===== src/rtl/prim_fifo_wr_arb_pkg.sv =====
// Package for prim_fifo_wr_arb.
// Purpose : shared types and helpers for the FIFO write-port arbiter.
// Contents: arb_state_e  - arbiter lock state (idle / packet locked)
//           rr_next()    - round-robin pointer successor with wrap at n
package prim_fifo_wr_arb_pkg;

  typedef enum logic {
    ArbIdle   = 1'b0,
    ArbLocked = 1'b1
  } arb_state_e;

  // Successor of idx in a ring of n slots (n-1 wraps to 0).
  function automatic int rr_next(input int idx, input int n);
    return (idx >= n - 1) ? 0 : idx + 1;
  endfunction

endpackage


===== src/rtl/prim_rr_pick.sv =====
// prim_rr_pick: combinational round-robin picker.
// Purpose : find the first asserted request scanning start_i, start_i+1, ...
//           modulo N.
// Ports   : req_i   [N-1:0]    request vector
//           start_i [IdxW-1:0] highest-priority index this cycle
//           valid_o            at least one request asserted
//           idx_o   [IdxW-1:0] winning index (0 when valid_o is low)
module prim_rr_pick #(
  parameter int N    = 4,
  parameter int IdxW = $clog2(N)
) (
  input  logic [N-1:0]    req_i,
  input  logic [IdxW-1:0] start_i,
  output logic            valid_o,
  output logic [IdxW-1:0] idx_o
);

  int j;

  // Scan from the farthest offset down to offset 0 so that the nearest
  // request to start_i overwrites any farther one.
  always_comb begin
    valid_o = 1'b0;
    idx_o   = '0;
    j       = 0;
    for (int k = N - 1; k >= 0; k--) begin
      j = int'(start_i) + k;
      if (j >= N) j = j - N;
      if (req_i[j[IdxW-1:0]]) begin
        valid_o = 1'b1;
        idx_o   = j[IdxW-1:0];
      end
    end
  end

endmodule


===== src/rtl/prim_fifo_wr_arb.sv =====
// prim_fifo_wr_arb: round-robin arbiter sharing one FIFO write port.
// Purpose : N requesters compete for the write port of a prim_fifo_sync.
//           A multi-beat packet keeps the grant until its last beat (or
//           until MaxBurst beats, when the lock is forcibly released), so
//           packets never interleave. Every beat is tagged with its source.
// Ports   : clk_i, rst_ni (async, active low), clr_i (sync clear)
//           req_i/last_i [N-1:0], data_i [N-1:0][Width-1:0] - requesters
//           gnt_o [N-1:0]        - one-hot beat-accepted strobe
//           fifo_wvalid_o, fifo_wready_i, fifo_wdata_o {idx, payload}
//           lock_o, owner_o, trunc_o - status
module prim_fifo_wr_arb
  import prim_fifo_wr_arb_pkg::*;
#(
  parameter int N        = 4,
  parameter int Width    = 32,
  parameter int MaxBurst = 16,
  parameter int IdxW     = $clog2(N)
) (
  input  logic                       clk_i,
  input  logic                       rst_ni,
  input  logic                       clr_i,
  input  logic [N-1:0]               req_i,
  input  logic [N-1:0]               last_i,
  input  logic [N-1:0][Width-1:0]    data_i,
  output logic [N-1:0]               gnt_o,
  output logic                       fifo_wvalid_o,
  input  logic                       fifo_wready_i,
  output logic [IdxW+Width-1:0]      fifo_wdata_o,
  output logic                       lock_o,
  output logic [IdxW-1:0]            owner_o,
  output logic                       trunc_o
);

  localparam int CntW = $clog2(MaxBurst + 1);

  arb_state_e      state_q;
  logic [IdxW-1:0] owner_q;
  logic [IdxW-1:0] rr_ptr_q;
  logic [CntW-1:0] beat_cnt_q;
  logic            trunc_q;

  logic            pick_valid;
  logic [IdxW-1:0] pick_idx;
  logic [IdxW-1:0] winner;
  logic            winner_valid;
  logic            accept;
  logic [CntW-1:0] cnt_inc;

  prim_rr_pick #(
    .N    (N),
    .IdxW (IdxW)
  ) u_pick (
    .req_i   (req_i),
    .start_i (rr_ptr_q),
    .valid_o (pick_valid),
    .idx_o   (pick_idx)
  );

  // While locked only the owner may write; if the owner has nothing this
  // cycle the bus simply idles rather than letting someone else in.
  assign winner       = (state_q == ArbLocked) ? owner_q : pick_idx;
  assign winner_valid = (state_q == ArbLocked) ? req_i[owner_q] : pick_valid;

  // Combinational outputs are forced low while reset is asserted so that
  // requests are ignored until release, independent of register timing.
  assign fifo_wvalid_o = rst_ni & winner_valid;
  assign fifo_wdata_o  = rst_ni ? {winner, data_i[winner]} : '0;
  assign accept        = fifo_wvalid_o & fifo_wready_i;

  for (genvar gi = 0; gi < N; gi++) begin : g_gnt
    assign gnt_o[gi] = accept && (winner == IdxW'(gi));
  end

  assign cnt_inc = beat_cnt_q + CntW'(1);

  always_ff @(posedge clk_i or negedge rst_ni) begin
    if (!rst_ni) begin
      state_q    <= ArbIdle;
      owner_q    <= '0;
      rr_ptr_q   <= '0;
      beat_cnt_q <= '0;
      trunc_q    <= 1'b0;
    end else if (clr_i) begin
      state_q    <= ArbIdle;
      owner_q    <= '0;
      rr_ptr_q   <= '0;
      beat_cnt_q <= '0;
      trunc_q    <= 1'b0;
    end else begin
      trunc_q <= 1'b0;
      if (accept) begin
        owner_q  <= winner;
        rr_ptr_q <= IdxW'(rr_next(int'(winner), N));
        if (last_i[winner]) begin
          state_q    <= ArbIdle;
          beat_cnt_q <= '0;
        end else if (cnt_inc == CntW'(MaxBurst)) begin
          // Burst limit reached without a last beat: release so that other
          // requesters are not starved, and flag the cut packet.
          state_q    <= ArbIdle;
          beat_cnt_q <= '0;
          trunc_q    <= 1'b1;
        end else begin
          state_q    <= ArbLocked;
          beat_cnt_q <= cnt_inc;
        end
      end
    end
  end

  assign lock_o  = (state_q == ArbLocked);
  assign owner_o = owner_q;
  assign trunc_o = trunc_q;

endmodule


===== config.mk =====
export PLATFORM = sky130hd
export DESIGN_NAME = prim_fifo_wr_arb
export DESIGN_NICKNAME = d
export VERILOG_FILES = /design/src/rtl/prim_fifo_wr_arb_pkg.sv /design/src/rtl/prim_rr_pick.sv /design/src/rtl/prim_fifo_wr_arb.sv
export SDC_FILE = /design/constraint.sdc
export NUM_CORES = 1
export LEC_CHECK = 0
export BUFFER_PORTS_ARGS = -buffer_cell sky130_fd_sc_hd__buf_2
export CAP_MARGIN = 20
export CORE_MARGIN = 1.5
export CORE_UTILIZATION = 37
export DETAILED_ROUTE_END_ITERATION = 6
export HOLD_SLACK_MARGIN = 0.15
export PLACE_DENSITY_LB_ADDON = 0.2
export SKIP_CTS_REPAIR_TIMING = 1
export SKIP_LAST_GASP = 1
export SLEW_MARGIN = 20
export SYNTH_ARGS = -nofsm -noshare
export SYNTH_HDL_FRONTEND = slang
export SYNTH_SLANG_ARGS = --single-unit

===== constraint.sdc =====
create_clock -name clk_i -period 3.2 [get_ports clk_i]
set_clock_uncertainty 0.1 [all_clocks]
set_input_delay 0.48 -clock clk_i [delete_from_list [all_inputs] [get_ports clk_i]]
set_output_delay 0.48 -clock clk_i [all_outputs]
set_load 0.01 [all_outputs]

Word level (Yosys, flattened, before mapping):

Cells that the tools add are included.

* $mul: 0
* multiplexer cells: 46
* div/mod/pow operators: 0
* $lt $le $gt $ge: 11
* equal/unequal tests: 4
* shift-type cells: 0
* add/subtract/negate cells: 9
* reduce and logical (&&, ||, !) cells: 6
* bitwise gates (word level): 2

Operators with widths (count)
* $bmux W32 S2: 1
* $mux W34: 1
* $mux W32: 1
* $mux W2: 14
* $mux W5: 4
* $mux W1: 19
* $lt A2 B3 Y1 const B: 6
* $bmux W1 S2: 6
* $ge A3 B3 Y1 const B: 3
* $sub A2 B1 Y2 const B: 4
* $add A2 B2 Y3 const B: 2
* $add A5 B1 Y5 const B: 1
* $eq A5 B5 Y1 const B: 1
* $eq A2 B2 Y1 const B: 2
* $logic_and A1 B1 Y1: 4
* $add A2 B1 Y3 const B: 1
* $ge A2 B3 Y1 const B: 1
* $add A2 B1 Y2 const B: 1
* $and A1 B1 Y1: 2
* $eq A2 B1 Y1 const B: 1
* $ge A2 B2 Y1 const B: 1
* $logic_not A2 Y1: 1
* $reduce_bool A2 Y1: 1

* memories: 0
* word-level logic and storage cells: 83
* latch bits: 0
* memory bits (read-only): 0
* input bits: 140
* bits in registers: 11
* output and inout bits: 43
* bits in writable memories: 0

Depth between registers and ports, before layout:

Gate-level depths: netlist of run 1.

* depth in word-level cells: 15
* depth in mapped cells: 9
* depth with buffers taken out: 8

Cells and area by module:

From an unflattened synthesis of run 1, not the netlist that was laid out.

* cell total of the unflattened synthesis: 167
* area, all modules: 1845.5 um^2

By module, submodules not included
* prim_fifo_wr_arb: instances 1, area each 1767.9 um^2, seq. area each 275.3 um^2, cells each 154
* prim_rr_pick: instances 1, area each 77.6 um^2, seq. area each 0.0 um^2, cells each 13

Least setup slack after synthesis of run 1:

OpenSTA, ideal clock, no wires.

* path type: input -> output
* from: in req_i[2]
* to: out fifo_wdata_o[16]
* slack: 0.413 ns
* required time: 2.620 ns
* stages: 7
* path buffers: 1
* arrival: 2.207 ns
* cells stage by stage: inv_1 -> o221a_2 -> o21a_2 -> nor2_4 -> buf_6 -> mux4_1 -> and2_1

* cells in the longest elaborated chain, start to end: 10
* elaborated cells between the ends (all ways): 16
* classes of those cells: mux (16)

RTL lines
* start: declaration: line prim_fifo_wr_arb.sv:22 `input logic [N-1:0] req_i,`
* $bmux W1 S2: line prim_rr_pick.sv:29 `if (req_i[j[IdxW-1:0]]) begin`
* $mux W1 (implied by the code): line prim_rr_pick.sv:29
* $mux W2 (3 in a row): line prim_rr_pick.sv:29
* $mux W2 *: line prim_rr_pick.sv:29
* $mux W2 *: line prim_fifo_wr_arb.sv:61 `assign winner = (state_q == ArbLocked) ? owner_q : pick_idx;`
* $bmux W32 S2 *: line prim_fifo_wr_arb.sv:67 `assign fifo_wdata_o = rst_ni ? {winner, data_i[winner]} : '0;`
* $mux W32 (implied by the code) *: line prim_fifo_wr_arb.sv:67
* $mux W34 *: line prim_fifo_wr_arb.sv:67
* end: declaration: line prim_fifo_wr_arb.sv:28 `output logic [IdxW+Width-1:0] fifo_wdata_o,`

Mark *: on every way between the ends. The rest lies on a longest branch, timed or not. The select of a mux whose other input is x is not followed.

Worst setup path after layout of run 1:

* from: reg rr_ptr_q[0]
* to: out fifo_wdata_o[16]

* cells in the longest elaborated chain, start to end: 13
* elaborated cells between the ends (all ways): 31
* classes of those cells: add/sub (7); order compare (4); mux (20)

RTL lines
* start: declaration: line prim_fifo_wr_arb.sv:38 `logic [IdxW-1:0] rr_ptr_q;`
* start signal: assignment: line prim_fifo_wr_arb.sv:93 `rr_ptr_q <= IdxW'(rr_next(int'(winner), N));`
* $add A2 B2 Y3: line prim_rr_pick.sv:27 `j = int'(start_i) + k;`
* $ge A3 B3 Y1 / $sub A2 B1 Y2 (equally long branches): line prim_rr_pick.sv:28 `if (j >= N) j = j - N;`
* $mux W2: line prim_rr_pick.sv:28
* $bmux W1 S2: line prim_rr_pick.sv:29
* $mux W1 (implied by the code): line prim_rr_pick.sv:29
* $mux W2 (3 in a row): line prim_rr_pick.sv:29
* $mux W2 *: line prim_rr_pick.sv:29
* $mux W2 *: line prim_fifo_wr_arb.sv:61
* $bmux W32 S2 *: line prim_fifo_wr_arb.sv:67
* $mux W32 (implied by the code) *: line prim_fifo_wr_arb.sv:67
* $mux W34 *: line prim_fifo_wr_arb.sv:67

Marked as above.

==> out/results.ini, run 1 <==
[outcome]
outcome = complete, no violations

[yosys]
async_reset_ff_share_pct = 100.0
ys_ff_latch = 11
yosysSeqAreaShare_pct = 14.46
yosysTopAreaCellShare_pct = 33.14
synth_edf_count = 0
postSynthAreaPerCell_um2 = 10.51
netlist_instances = 181
synth_cell_types = 38
synth_ff_type = dfrtp_1
syn_nets = 326
synth.largest_area_cell = mux4_2
synth_area_um2 = 1903
synth_area_leaders = mux4_2 33%, dfrtp_1 14%, and2_1 12%
yosys_warnings = 0

[routing]
routed_wirelength_um = 7700
route.met2.wl_um = 3786
via_per_inst = 5.293
drtIter0Drc = 58
ant_nets = 0
vias = 2260
drt-pass1-iter-count = 4
dr_wl_met3_um = 702
routedWlPerCell_um = 18.03
top_layer = met4
wl_met1_um = 3043
drcViolationCount = 0

[floorplanning]
die_h_um = 74.72
start_util_pct = 39.25
die_x_um = 74.72
num_io_pins = 183
core_area_um2 = 4848
dieArea_um2 = 5582
rows = 25

[worst_setup_path]
arrival_ns = 2.52
crit_buf_inv = 2
required_ns = 2.62
slowest_delay_ns = 0.57
crit_slowest_cell = mux4_1
path_cells = o221a_2 > o21a_2 > nor2_4 > buf_12 > mux4_1 > and2_1 > buf_2
startpoint_type = register
path_max_fanout = 18
end_kind = output port
critical_path.top_delay_family = multiplexers
critPathKind = reg2out

[placement]
place_congestion = 0.9112
dp_hpwl_um = 6205
placed_area_um2 = 2868
io_buffers = 182
placed_cells_incl_taps = 422

[hold_path]
hp-class = in2async

[grt]
grt-ovfl-total = 0
grt_pass1_vias = 2128
grt_max_degree = 46
grt_pass1_wl_um = 10350
antenna_found_initial = 1
grt_usage_pct = 24.77

[sta]
timing.setup.tns_ns = 0
hold_viol_final = 0
setup_viol = 0
max_slew_margin_pct = 52.39
slew_violations = 0
clock.fmax_mhz = 322.7
finalCritPeriodShare_pct = 96.85
tightest_slew_ns = 0.7142
holdWs_ns = 0.1661
grt_setup_unrepaired = no
min_period_ns = 3.099

[final_layout]
drive_above_1_share_pct = 62.22
area_growth_pct = 54.37
final_common_cell = buf_2
stdcell_area_um2 = 2938
final_cell_mix = 182 x buf_2, 35 x and2_1, 28 x mux4_2, 11 x dfrtp_1
n_antenna_cell = 0
instances_no_fill = 427
nets = 506

[clock_network]
clkTransAtPathRegs_ns = 0.05
clock_latency_ns = 0.25
clock_sinks = 11
numCtsBuffers = 3
clock_path_buffers = 2
cts_tree = done
root_buffer = clkbuf_8
cts_max_level = 1

[pwr]
p_leak_nw = 1.523
power.switching_w = 0.0003172
p_clk_share_pct = 17.2
p_int_w = 0.0005477
switching_share_pct = 36.68
power_frac_seq_pct = 18.1
cellPowerDensity_nw_per_um2 = 294.4
vdd_drop_max_uv = 246.2
pwr-share-comb_pct = 64.6

[job]
maxCapViolCount = 0

## power by group through the flow
stage	Sequential [W]	Clock [W]	Combinational, W
after floorplan	0.000157	0	0.000348
after global placement	0.000159	0	0.000535
after detailed placement	0.000159	0	0.000547
after CTS	0.000157	0.000151	0.000550
after global routing	0.000158	0.000156	0.000605
final	0.000157	0.000149	0.000559
## final timing paths
path / start / to / slack [ns] / cells after the start
max in group asynchronous: rst_ni / beat_cnt_q[0]$_DFFE_PN0P_ / 2.53 / 2
min reg2reg: beat_cnt_q[4]$_DFFE_PN0P_ / beat_cnt_q[4]$_DFFE_PN0P_ / 0.49 / 2
min: rst_ni / rr_ptr_q[0]$_DFFE_PN0P_ / 0.17 / 2
max: rr_ptr_q[0]$_DFFE_PN0P_ / fifo_wdata_o[16] / 0.10 / 7
max reg2reg: rr_ptr_q[0]$_DFFE_PN0P_ / lock_o$_DFFE_PN0P_ / 0.73 / 8
min in group clk_i: clr_i / rr_ptr_q[1]$_DFFE_PN0P_ / 0.48 / 2
## cells by family after synthesis
logic type	share of synthesized area, %
buffers and inverters	5.982
AOI/OAI and AO/OA	11.18
and+or+nand+nor	24.52
adders and majority gates	3.287
DFF	14.46
muxes	40.57
## Yosys cell counts (all sizes together) (3+ instances only)
cell type  instances
ha                 5
clkbuf             8
o41ai              3
nor2               8
inv                9
and2              35
a21oi              9
o31ai              3
nand3              3
dfrtp             11
nand2              5
nor3               5
and3               4
buf                5
nor2b              4
o21ai              6
nand3b             6
mux4              33
## worst reg2reg max path, cell delays in order, from the launching register on
cell and delay [ns]:
dfrtp_1 0.44, and2_1 0.16, o21ai_0 0.14, o211ai_1 0.15, nand2_1 0.11, buf_4 0.32
inv_1 0.14, a21oi_1 0.58, o31ai_1 0.18
## through the flow
step,util [%],worst slack (ns),power [W]
detailed placement,59.15,0.1361,0.0007064
CTS,60.08,0.04707,0.0008578
floorplan,-,0.4129,0.0005053
global placement,59.15,0.1847,0.0006939
global route,60.59,0.01325,0.0009196
finish,60.59,0.1007,0.0008649
## state kept, by name (all words and copies together), names as in the netlist
| register | count |
|---|---|
| beat_cnt_q | 5 |
| owner_o | 2 |
| rr_ptr_q | 2 |
| lock_o | 1 |
| trunc_o | 1 |
## layout make-up
class | instances | area, um^2
clock buffer | 4 | 45.04
fill | 447 | 1911
multi-input combinational | 148 | 1514
tap | 67 | 83.83
sequential | 11 | 275.3
inverter | 9 | 33.78
timing repair buffer | 188 | 985.9
## per-layer routing
layer  track usage [%]  vias to the layer above
met5                 0                        -
met2             41.57                      105
li1                  -                     1067
met4             8.485                        0
met3             7.363                       15
met1             30.58                     1073
(Power assumes the default switching activity.)
==> run 2: changes to the inputs <==
--- a/config.mk
+++ b/config.mk
@@ -17,4 +17,5 @@
 export SLEW_MARGIN = 20
 export SYNTH_ARGS = -nofsm -noshare
 export SYNTH_HDL_FRONTEND = slang
+export SYNTH_HIERARCHICAL = 1
 export SYNTH_SLANG_ARGS = --single-unit
==> run 2 against run 1 <==
  * Die area is 2.9% lower
  * Clock power is 3% lower
  * Setup slack better by 0.090 ns
  * Synthesized cell count is 7.7% lower
  * Hold slack better by 0.012 ns
  * Critical endpoint is now fifo_wdata_o[4]
  * Register-to-register slack better by 0.15 ns
  * Critical path type unchanged
  * Non-clock buffer count is 1 lower
  * Power is 8.7% lower
  * Critical path depth is 1 higher
  * Maximum frequency is 3.0% higher
  * Synthesized area is 3.0% lower
==> out/results.ini, run 2 <==
[sta]
setup_viol = 0
finalCritPeriodShare_pct = 94.03
timing.setup.tns_ns = 0
holdWs_ns = 0.1785
clock.fmax_mhz = 332.3
slew_violations = 0
hold_viol_final = 0
min_period_ns = 3.009
grt_setup_unrepaired = no
max_slew_margin_pct = 65.50
layout_setup_ws_ns = 0.1910
tightest_slew_ns = 0.5174

[placement]
dp_hpwl_um = 5583
place_ws_ns = 0.3939
place_congestion = 0.8446
io_buffers = 182

[clock_network]
clock_path_buffers = 2
cts_max_level = 1
clkTransAtPathRegs_ns = 0.05
numCtsBuffers = 3
clock_sinks = 11
cts_tree = done
clock_latency_ns = 0.25
root_buffer = clkbuf_8

[pwr]
p_leak_nw = 1.524
switching_share_pct = 34.56
p_int_w = 0.0005168
pwr-share-comb_pct = 61.9
power_frac_seq_pct = 19.8
power.switching_w = 0.0002729
power_w = 0.0007897
cellPowerDensity_nw_per_um2 = 273.5
vdd_drop_max_uv = 221.0
p_clk_share_pct = 18.3

[floorplanning]
num_io_pins = 183
start_util_pct = 38.82
dieArea_um2 = 5421
die_x_um = 73.63
core_area_um2 = 4755
rows = 25
die_h_um = 73.63

[final_layout]
nets = 491
final_common_cell = buf_2
largest_reg_flops = 5
largest-register = beat_cnt_q
drive_above_1_share_pct = 65.51
area_growth_pct = 56.47
final_cell_mix = 182 x buf_2, 35 x and2_1, 27 x mux4_2, 11 x dfrtp_1, 10 x nand2_1
n_antenna_cell = 0

[yosys]
synth.largest_area_cell = mux4_2
synth_fa_ha_area_share_pct = 3.390
synth.most_common_cell = and2_1
postSynthAreaPerCell_um2 = 11.05
yosys.area_share.simple_pct = 23.73
synth_edf_count = 0
synth_area_leaders = mux4_2 33%, dfrtp_1 15%, and2_1 12%
synth_compound_area_share_pct = 8.000
synth_cell_types = 36
synth_area_um2 = 1846
yosys_warnings = 6
synth_common_cells = 35 x and2_1, 27 x mux4_2, 11 x dfrtp_1, 10 x nand2_1
netlist_instances = 167
yosysTopAreaCellShare_pct = 32.95
synth_mux_area_share_pct = 44.88
synth_top_family_by_area = multiplexers
synth_ff_type = dfrtp_1
ys_ff_latch = 11
synth_xor_area_share_pct = 0
syn_nets = 312
yosysSeqAreaShare_pct = 14.92
async_reset_ff_share_pct = 100.0

[grt]
grt_pass1_vias = 1947
grt_max_degree = 46
antenna_found_initial = 0
grt_pass1_wl_um = 9666
grt-ovfl-total = 0
grt_usage_pct = 23.58

[worst_setup_path]
path_max_fanout = 27
startpoint_type = register
end_kind = output port
startpoint = rr_ptr_q[1]$_DFFE_PN0P_
reg2reg_depth = 9
endpoint = fifo_wdata_o[4]
critPathKind = reg2out
regToRegStartpoint = rr_ptr_q[0]$_DFFE_PN0P_
required_ns = 2.62
r2r_end = beat_cnt_q[0]$_DFFE_PN0P_
arrival_ns = 2.43
ff2ff_setup_slack_ns = 0.88

[routing]
drt-pass1-iter-count = 4
routedWlPerCell_um = 16.22
via_per_inst = 5.100
vias = 2101
routed_wirelength_um = 6681
drtIter0Drc = 95
ant_nets = 0
drcViolationCount = 0

[outcome]
outcome = complete, no violations

[job]
maxCapViolCount = 0

[hold_path]
hp-class = in2async

[run 2: cell types whose count changed after synthesis, moves of 2 or more]
cell and change:
inv_1 -6, mux2i_1 +5, nand2_1 +5, o21ai_0 -5, nand3b_1 -4, nor3_1 -4
nor3b_1 +3, o41ai_1 -3, a211o_1 -2, a21oi_1 -2, clkbuf_1 -2
[run 2: cell families after synthesis]
family	Yosys count
multiplexers	40
AO/OA/AOI/OAI	19
AND/OR/NAND/NOR	76
adder cells (fa/ha/maj)	5
buffers and inverters	16
flip-flops	11
[run 2: power by group through the flow]
stage | clock [W] | sequential [W] | combinational [W]
after detailed placement | 0 | 0.000159 | 0.000492
after floorplan | 0 | 0.000155 | 0.000307
after CTS | 0.000148 | 0.000157 | 0.000493
final | 0.000145 | 0.000156 | 0.000489
after global routing | 0.000158 | 0.000157 | 0.000532
after global placement | 0 | 0.000159 | 0.000482
[run 2: worst max-delay path, cell delays in order (launching register included)]
cell,delay (ns)
dfrtp_1,0.45
nand2b_1,0.17
a21oi_1,0.17
a211oi_2,0.07
mux2i_4,0.19
buf_12,0.25
mux4_1,0.59
and2_1,0.17
buf_2,0.13
[run 2: worst min-delay path by stage]
stage                     slack, ns  depth (start not counted)                        end
after floorplan                0.08                          0  beat_cnt_q[0]$_DFFE_PN0P_
after global placement         0.44                          1  beat_cnt_q[0]$_DFFE_PN0P_
after detailed placement       0.46                          2  beat_cnt_q[2]$_DFFE_PN0P_
after CTS                      0.20                          2  beat_cnt_q[2]$_DFFE_PN0P_
after global routing           0.22                          2  beat_cnt_q[2]$_DFFE_PN0P_
final                          0.18                          2  beat_cnt_q[1]$_DFFE_PN0P_
[run 2: layout make-up]
class,instances,area [um^2]
Clock buffer,3,41.29
Clock inverter,1,5.005
Fill cell,460,1867
Inverter,3,11.26
Multi-Input combinational cell,140,1498
Sequential cell,11,275.3
Tap cell,67,83.83
Timing Repair Buffer,187,973.4
[run 2: layer usage]
metal	global-route usage (%)	routed length, um	up-vias	share of wire, %
li1	-	-	1004	-
met1	27.00	2384	1007	36
met2	41.34	3692	77	55
met3	6.173	491	13	7.3
met4	9.877	112	0	1.7
met5	0	0	-	0
[run 2: per-stage QoR]
stage          instance area, um^2  utilization [%]  instances
2_1_floorplan                 1846                -        167
6_report                      2888            60.74        412
3_5_place_dp                  2841            59.76        408
5_1_grt                       2888            60.74        412
4_1_cts                       2888            60.74        412
3_3_place_gp                  2841            59.76        408
